[config.mk]
export PLATFORM = sky130hd
export DESIGN_NAME = muldiv_iter
export DESIGN_NICKNAME = d
export VERILOG_FILES = /design/src/rtl/muldiv_iter.sv
export SDC_FILE = /design/constraint.sdc
export NUM_CORES = 2
export LEC_CHECK = 0
export ABC_CLOCK_PERIOD_IN_PS = 16300
export CAP_MARGIN = 25
export CORE_MARGIN = 2
export CORE_UTILIZATION = 55
export CTS_CLUSTER_SIZE = 10
export DETAILED_ROUTE_END_ITERATION = 8
export PLACE_DENSITY = 0.84
export SLEW_MARGIN = 15
export SYNTH_ARGS = -nofsm -noshare
export SYNTH_HDL_FRONTEND = slang
export SYNTH_SLANG_ARGS = --single-unit
[constraint.sdc]
create_clock -name clk -period 16.3 [get_ports clk]
set_clock_uncertainty 0.05 [all_clocks]
set_input_delay 4.075 -clock clk [delete_from_list [all_inputs] [get_ports clk]]
set_output_delay 4.075 -clock clk [all_outputs]
set_load 0.02 [all_outputs]
[src/rtl/muldiv_iter.sv]
// muldiv_iter: HI/LO multiply-divide unit for the EX stage.
//
// Multiply-class ops (mult/multu/madd/maddu/msub/msubu) form the full
// 2*WIDTH product at issue and hold it for MUL_CYCLES busy cycles. On the
// last cycle, {hi,lo} is written with the product, {hi,lo}+product or
// {hi,lo}-product. Divides run one restoring step per cycle for WIDTH
// cycles. A final FIX cycle then applies the signs. mthi/mtlo write in a
// single cycle and never raise busy.
//
// Handshake: start_o is high whenever op_i names a multiply or divide. It
// is purely combinational and is not gated by cancel_i or busy_o. An op is
// accepted only in IDLE with cancel_i low. Any op presented while busy_o=1
// is dropped, so the hazard unit must stall on start_o | busy_o. cancel_i
// aborts an op only in its first busy cycle. In later cycles it is ignored.
//
// Ports:
//   clk, reset        clock, synchronous active-high reset
//   a_i, b_i          rs / rt operands (a_i also feeds mthi/mtlo)
//   op_i              operation code (see op decode below)
//   cancel_i          exception/flush from EX/MEM
//   start_o           op_i is a multiply/divide (combinational)
//   busy_o            operation in flight
//   hi_o, lo_o        architectural HI/LO registers
module muldiv_iter #(
  parameter int WIDTH      = 32,
  parameter int MUL_CYCLES = 5
) (
  input  logic             clk,
  input  logic             reset,
  input  logic [WIDTH-1:0] a_i,
  input  logic [WIDTH-1:0] b_i,
  input  logic [3:0]       op_i,
  input  logic             cancel_i,
  output logic             start_o,
  output logic             busy_o,
  output logic [WIDTH-1:0] hi_o,
  output logic [WIDTH-1:0] lo_o
);

  localparam int CNT_MAX = (WIDTH > MUL_CYCLES) ? WIDTH : MUL_CYCLES;
  localparam int CW      = $clog2(CNT_MAX + 1);
  localparam int W2      = 2 * WIDTH;

  typedef enum logic [1:0] {S_IDLE, S_MUL, S_DIV, S_FIX} state_e;
  typedef enum logic [1:0] {ACC_NONE, ACC_ADD, ACC_SUB} acc_e;

  state_e           state_q, state_d;
  acc_e             acc_q, acc_d;
  logic [CW-1:0]    cnt_q, cnt_d;
  logic             first_q, first_d;
  logic [W2-1:0]    prod_q, prod_d;
  logic [WIDTH-1:0] rem_q, rem_d;
  logic [WIDTH-1:0] quo_q, quo_d;
  logic [WIDTH-1:0] dvs_q, dvs_d;
  logic             qneg_q, qneg_d;
  logic             rneg_q, rneg_d;
  logic [WIDTH-1:0] hi_q, hi_d;
  logic [WIDTH-1:0] lo_q, lo_d;

  // Multiplier operands are sign- or zero-extended to 2*WIDTH. The
  // truncated 2*WIDTH product is then correct for both signednesses.
  logic          mul_signed;
  logic [W2-1:0] mul_a, mul_b, mul_p;
  logic          div_signed, a_neg, b_neg;
  logic [WIDTH:0]   shifted;
  logic [WIDTH-1:0] diff;
  logic             ge;
  logic [W2-1:0]    hilo, acc_res;

  assign start_o = (op_i >= 4'd1) && (op_i <= 4'd8);
  assign busy_o  = (state_q != S_IDLE);
  assign hi_o    = hi_q;
  assign lo_o    = lo_q;

  always_comb begin
    state_d = state_q;
    acc_d   = acc_q;
    cnt_d   = cnt_q;
    first_d = first_q;
    prod_d  = prod_q;
    rem_d   = rem_q;
    quo_d   = quo_q;
    dvs_d   = dvs_q;
    qneg_d  = qneg_q;
    rneg_d  = rneg_q;
    hi_d    = hi_q;
    lo_d    = lo_q;

    mul_signed = (op_i == 4'd1) || (op_i == 4'd5) || (op_i == 4'd7);
    mul_a = mul_signed ? {{WIDTH{a_i[WIDTH-1]}}, a_i} : {{WIDTH{1'b0}}, a_i};
    mul_b = mul_signed ? {{WIDTH{b_i[WIDTH-1]}}, b_i} : {{WIDTH{1'b0}}, b_i};
    mul_p = mul_a * mul_b;

    div_signed = (op_i == 4'd3);
    a_neg      = div_signed & a_i[WIDTH-1];
    b_neg      = div_signed & b_i[WIDTH-1];

    // One restoring step. The remainder is always below the divisor, so
    // WIDTH bits of remainder plus the incoming dividend bit is enough.
    // A zero divisor always passes the trial subtract. That yields an
    // all-ones quotient and leaves the dividend as the remainder.
    shifted = {rem_q, quo_q[WIDTH-1]};
    ge      = shifted >= {1'b0, dvs_q};
    diff    = shifted[WIDTH-1:0] - dvs_q;

    hilo = {hi_q, lo_q};
    case (acc_q)
      ACC_ADD: acc_res = hilo + prod_q;
      ACC_SUB: acc_res = hilo - prod_q;
      default: acc_res = prod_q;
    endcase

    case (state_q)
      S_IDLE: begin
        if (!cancel_i) begin
          case (op_i)
            4'd1, 4'd2, 4'd5, 4'd6, 4'd7, 4'd8: begin
              prod_d  = mul_p;
              cnt_d   = CW'(MUL_CYCLES);
              first_d = 1'b1;
              if (op_i == 4'd5 || op_i == 4'd6)      acc_d = ACC_ADD;
              else if (op_i == 4'd7 || op_i == 4'd8) acc_d = ACC_SUB;
              else                                   acc_d = ACC_NONE;
              state_d = S_MUL;
            end
            4'd3, 4'd4: begin
              quo_d   = a_neg ? -a_i : a_i;
              dvs_d   = b_neg ? -b_i : b_i;
              rem_d   = '0;
              qneg_d  = a_neg ^ b_neg;
              rneg_d  = a_neg;
              cnt_d   = CW'(WIDTH);
              first_d = 1'b1;
              state_d = S_DIV;
            end
            4'd9:    hi_d = a_i;
            4'd10:   lo_d = a_i;
            default: ;
          endcase
        end
      end
      S_MUL: begin
        first_d = 1'b0;
        if (first_q && cancel_i) begin
          state_d = S_IDLE;
        end else if (cnt_q == CW'(1)) begin
          {hi_d, lo_d} = acc_res;
          state_d      = S_IDLE;
        end else begin
          cnt_d = cnt_q - CW'(1);
        end
      end
      S_DIV: begin
        first_d = 1'b0;
        if (first_q && cancel_i) begin
          state_d = S_IDLE;
        end else begin
          rem_d = ge ? diff : shifted[WIDTH-1:0];
          quo_d = {quo_q[WIDTH-2:0], ge};
          if (cnt_q == CW'(1)) state_d = S_FIX;
          else                 cnt_d   = cnt_q - CW'(1);
        end
      end
      S_FIX: begin
        // The remainder follows the dividend's sign. MIN/-1 falls out
        // naturally: |MIN| is MIN, and negating MIN gives MIN again.
        lo_d    = qneg_q ? -quo_q : quo_q;
        hi_d    = rneg_q ? -rem_q : rem_q;
        state_d = S_IDLE;
      end
      default: state_d = S_IDLE;
    endcase
  end

  always_ff @(posedge clk) begin
    if (reset) begin
      state_q <= S_IDLE;
      acc_q   <= ACC_NONE;
      cnt_q   <= '0;
      first_q <= 1'b0;
      prod_q  <= '0;
      rem_q   <= '0;
      quo_q   <= '0;
      dvs_q   <= '0;
      qneg_q  <= 1'b0;
      rneg_q  <= 1'b0;
      hi_q    <= '0;
      lo_q    <= '0;
    end else begin
      state_q <= state_d;
      acc_q   <= acc_d;
      cnt_q   <= cnt_d;
      first_q <= first_d;
      prod_q  <= prod_d;
      rem_q   <= rem_d;
      quo_q   <= quo_d;
      dvs_q   <= dvs_d;
      qneg_q  <= qneg_d;
      rneg_q  <= rneg_d;
      hi_q    <= hi_d;
      lo_q    <= lo_d;
    end
  end

endmodule

======== Word level (Yosys, flattened, before mapping) ========
Index checks and enable logic that the tools add are counted.
Widths: inputs -> output; s select.
storage, ports and cells
  bits in latches ......................... 0
  memory bits (read-only) ................. 0
  bits of input ports ..................... 71
  output and inout port bits .............. 66
  logic and storage cells ................. 123
  register bits after elaboration ......... 237
  memories kept ........................... 0
  memory bits (writable) .................. 0
operators by class
  multipliers ............................. 1
  reductions and logical operators ........ 23
  magnitude comparators ................... 3
  shift operators ......................... 0
  muxes and demuxes ....................... 43
  equal/unequal tests ..................... 29
  bitwise gates (word level) .............. 4
  add/subtract/negate cells ............... 8
  div/mod/pow operators ................... 0
operators with widths
  cell                number
  $mux 32             19
  $pmux 32 s3         2
  $mux 64             2
  $neg 32->32         4
  $pmux 32 s2         2
  $pmux 64 s2         1
  $add 64x64->64      1
  $mul 64x64->64      1
  $sub 64x64->64      1
  $ge 33x32->1        1
  $sub 32x32->32      1
  $pmux 6 s2          2
  $mux 6              3
  $eq 4x3->1 const B  4
  $reduce_and 5->1    3
  $mux 2              7
  $ne 2x2->1 const B  7
  $eq 4x4->1 const B  3
  $reduce_and 3->1    3
  $eq 4x2->1 const B  2
  $pmux 2 s4          1
  $reduce_and 4->1    2
  $reduce_or 8->1     1
  $eq 2x2->1 const B  3
  22 further kinds    35

======== Depth between registers and ports, before layout ========
  depth after elaboration ................. 6
  mapped depth ............................ 39
  depth with buffers taken out ............ 35

======== Worst setup path before layout ========
No wires, ideal clock.
  kind .................................... input port to flip-flop
  start ................................... input op_i[1]
  end ..................................... register prod_q[59]
  stages .................................. 31
  data required time ...................... 16188 ps
  setup slack ............................. 2819 ps
  setup time .............................. 62 ps
  path buffers ............................ 3
  arrival ................................. 13369 ps
  cells stage by stage .................... clkbuf_1 -> nor2b_1 -> nor3_1 -> and2_1 -> clkbuf_1 -> clkbuf_1 -> nand2_1 -> inv_1 -> fa_1 -> inv_1 -> fa_1 -> fa_1 -> inv_1 -> fa_1 -> fa_1 -> fa_1 -> fa_1 -> fa_1 -> fa_1 -> inv_1 -> fa_1 -> inv_1 -> ha_1 -> and3_1 -> nand2_1 -> or4_1 -> o221a_2 -> o21ai_1 -> nand3_1 -> a2111o_1 -> nand3_1
between the ends
  cells in the longest elaborated chain, start to end .. 5
  elaborated cells on any way between the ends .. 13
  classes of those cells .................. mul: 1; eq/ne: 6; mux: 2; reduce/logical: 4
ends and longest elaborated chain
  element                                   RTL line  source
  from (decl)                               32        input logic [3:0] op_i,
  $eq 4x1->1 or $eq 4x3->1 (tied branches)  89, 116
  $logic_or 1x1->1 (2 in a row)             89        mul_signed = (op_i == 4'd1) || (op_i == 4'd5) || (op_i == 4'd7);
  $mux 64, on equally long branches         90, 91
  $mul 64x64->64                            92        mul_p = mul_a * mul_b;
  to (signal assigned)                      194       prod_q <= prod_d;
  to (decl)                                 51        logic [W2-1:0] prod_q, prod_d;
Several ways; a longest one is shown, not always the timed one.
A chain may end at the register's enable or synchronous reset.

======== Worst setup path in the final report ========
  start ................................... input op_i[0]
  end ..................................... register prod_q[59]
Same word-level chain as after synthesis.

==> impl_metrics.toml <==
[layout]
seqCellArea_um2 = 4740
multiInputGateArea_um2 = 54200
drive_above_1_share_pct = 2.84
final_util_pct = 58.2
final_nets = 9578
fillers = 10100
area_growth_pct = 4.79
instances_no_fill = 9301

[drt]
drt_first_pass_iters = 9
avgViaCountPerCell = 6.00
drt_iter0_markers = 5905
ant_nets = 0
vias = 55800
wl_mm = 213
wire_per_inst_um = 23.0
drc = 8

[worst_setup_path]
cpMostUsedCell = "fa_1"
crit_path_top_delay_cell = "and2_1"
crit_path_end_kind = "flop"
worstSetupPathType = "primary input to flop"
slowest_delay_ps = 730
ff2ff_path_depth = 18
arrival_ps = 14630
setup.worst_path.start_class = "primary input"
cp_max_fo = 25
worstPathRequired_ps = 16770

[clock_tree]
clock_path_buffers = 3
tritoncts = "done"
clk_pin_slew_worst_paths_ps = 60
cts_hold_buf = 0
post-cts-setup-buffers = 0
clk_latency_ps = 590
cts_buffers = 29
root_buffer = "clkbuf_16"
htreeDepth = 1
cts_resized = 0
cts.sinks = 237

[global_route]
overflow = 0
grt_max_degree = 72
grt_pass1_wl_mm = 334
grt_use_total_pct = 34.6
grt_pass1_vias = 58900
antenna_found_initial = 14

[yosys]
ys_ff_latch = 237
yosysWarningCount = 0
synth_cells = 7853
synth_cell_types = 81
yosys_most_used_dff = "dfxtp_1"
synth.avg_cell_area_um2 = 8.51
async_reset_ff_share_pct = 0
synth-edff-count = 0
yosysSeqAreaShare_pct = 7.10
synthesis.area_um2 = 66800
synth_nets = 9764

[timing]
slew_viol_final = 0
setup_slack_ps = 2140
fin_crit_sh_pct = 86.9
hold_viol_final = 0
max_freq_mhz = 70.6
finalSetupViolations = 0
post-route-min-period_ps = 14160
fin_tns_setup_ps = 0
rsz0062_at_grt = "no"
worst_pin_slew_ps = 1160
maxSlewHeadroom_pct = 22.6

[min_path]
hold_path.class = "flop to flop"
min_path_cells = 2

[placement]
io_buffers = 136
place.gp.congestion = 1.04
hpwl_mm = 170
dp.cells = 9247
pre_cts_ws_ps = 1740

[flow_run]
drv_cap = 0

[floorplanning]
pin_count = 137
die_width_um = 353
die_area_um2 = 124000
start_util_pct = 55.6
core_area_um2 = 120000
num_rows = 127
die_h_um = 353

[outcome]
violations = "DRC"
status = "finished, violations left"
cell usage in the layout, fill, tap and decap left out, types with 60 or more instances in the layout:
master,instances
a21oi_1,338
and2_1,352
fa_1,1413
xor2_1,104
nor3_1,77
inv_1,1648
dfxtp_1,237
o21ai_0,278
a31oi_1,60
ha_1,424
a21o_1,99
xnor2_1,273
buf_4,104
nor2_1,251
clkdlybuf4s50_1,101
nand2_1,1158
area by class of cell:
class	count	area share, %
Antenna cell	11	0.0393
Clock buffer	38	1.13
Clock inverter	4	0.0536
Inverter	1650	8.84
Multi-Input combinational cell	5508	77.4
Sequential cell	237	6.78
Tap cell	1612	2.88
Timing Repair Buffer	241	2.84
path summary, 6_finish.rpt:
path | from | endpoint | slack [ps]
max | op_i[0] | prod_q[59] | 2140
min reg2reg | dvs_q[0] | dvs_q[0] | 410
min | dvs_q[0] | dvs_q[0] | 410
max reg2reg | prod_q[12] | hi_o[11] | 9710
stage by stage:
| step | hold WS, ps | instance area (um^2) |
|---|---|---|
| after detailed placement | 405 | 69200 |
| after global routing | 434 | 70000 |
| after CTS | 413 | 70000 |
| final | 413 | 70000 |
| after floorplan | 382 | 66800 |
| after global placement | 391 | 69100 |
Yosys cell counts (all sizes together), types with 7 or more instances:
library cell,number,area [um^2]
a211o,7,61.3
a211oi,59,443
a21o,99,743
a21oi,338,1690
a221o,10,100
a221oi,34,298
a222oi,19,190
a22oi,13,97.6
a311oi,22,193
a31oi,60,375
a32oi,10,87.6
and2,353,2210
and3,41,257
and4,8,70.1
buf,69,260
clkbuf,389,1460
dfxtp,237,4740
fa,1413,28300
ha,427,5340
inv,1649,6190
mux2i,18,180
nand2,1158,4350
nand2b,32,215
nand3,54,270
nand3b,8,60.1
nand4,36,225
nor2,255,957
nor2b,10,62.6
nor3,80,400
nor4,23,159
o211ai,18,135
o21a,19,143
o21ai,283,1420
o21bai,24,180
o221ai,8,70.1
o31a,8,70.1
o31ai,46,373
o41ai,17,156
or2,9,56.3
or3,25,166
or4,21,169
xnor2,273,2390
xor2,104,911
sequential cells by signal, summed over array words and instances (netlist names):
| register | count |
|---|---|
| prod_q | 64 |
| dvs_q | 32 |
| state_q | 2 |
| lo_o | 32 |
| rneg_q | 1 |
| first_q | 1 |
| acc_q | 2 |
| quo_q | 32 |
| rem_q | 32 |
| cnt_q | 6 |
| qneg_q | 1 |
| hi_o | 32 |
critical path: cells and delay by family:
family,cells,cell delay (ps)
compound gates,3,1000
fa+ha+maj,11,5590
buf+inv,9,1760
simple gates,6,2150
per-layer routing:
| metal | routed length (um) | track usage [%] |
|---|---|---|
| met5 | 34 | 0 |
| met4 | 14700 | 19.2 |
| met3 | 28000 | 9.06 |
| met2 | 94000 | 54.3 |
| met1 | 76700 | 43.8 |
logic make-up (layout without fill, tap and decap cells):
| logic type | Yosys count | after routing | share of synthesized area [%] |
|---|---|---|---|
| xor+xnor | 377 | 377 | 4.94 |
| simple gates | 2126 | 2126 | 14.6 |
| mux | 20 | 20 | 0.303 |
| compound gates | 1144 | 1144 | 10.9 |
| flops | 237 | 237 | 7.10 |
| other cells | 0 | 11 | 0 |
| buf+inv | 2108 | 1933 | 11.8 |
| fa+ha+maj | 1841 | 1841 | 50.3 |
Power is left out: the tool's default activity adds up to more than one toggle a clock period on the data nets, which glitch-free logic cannot reach.
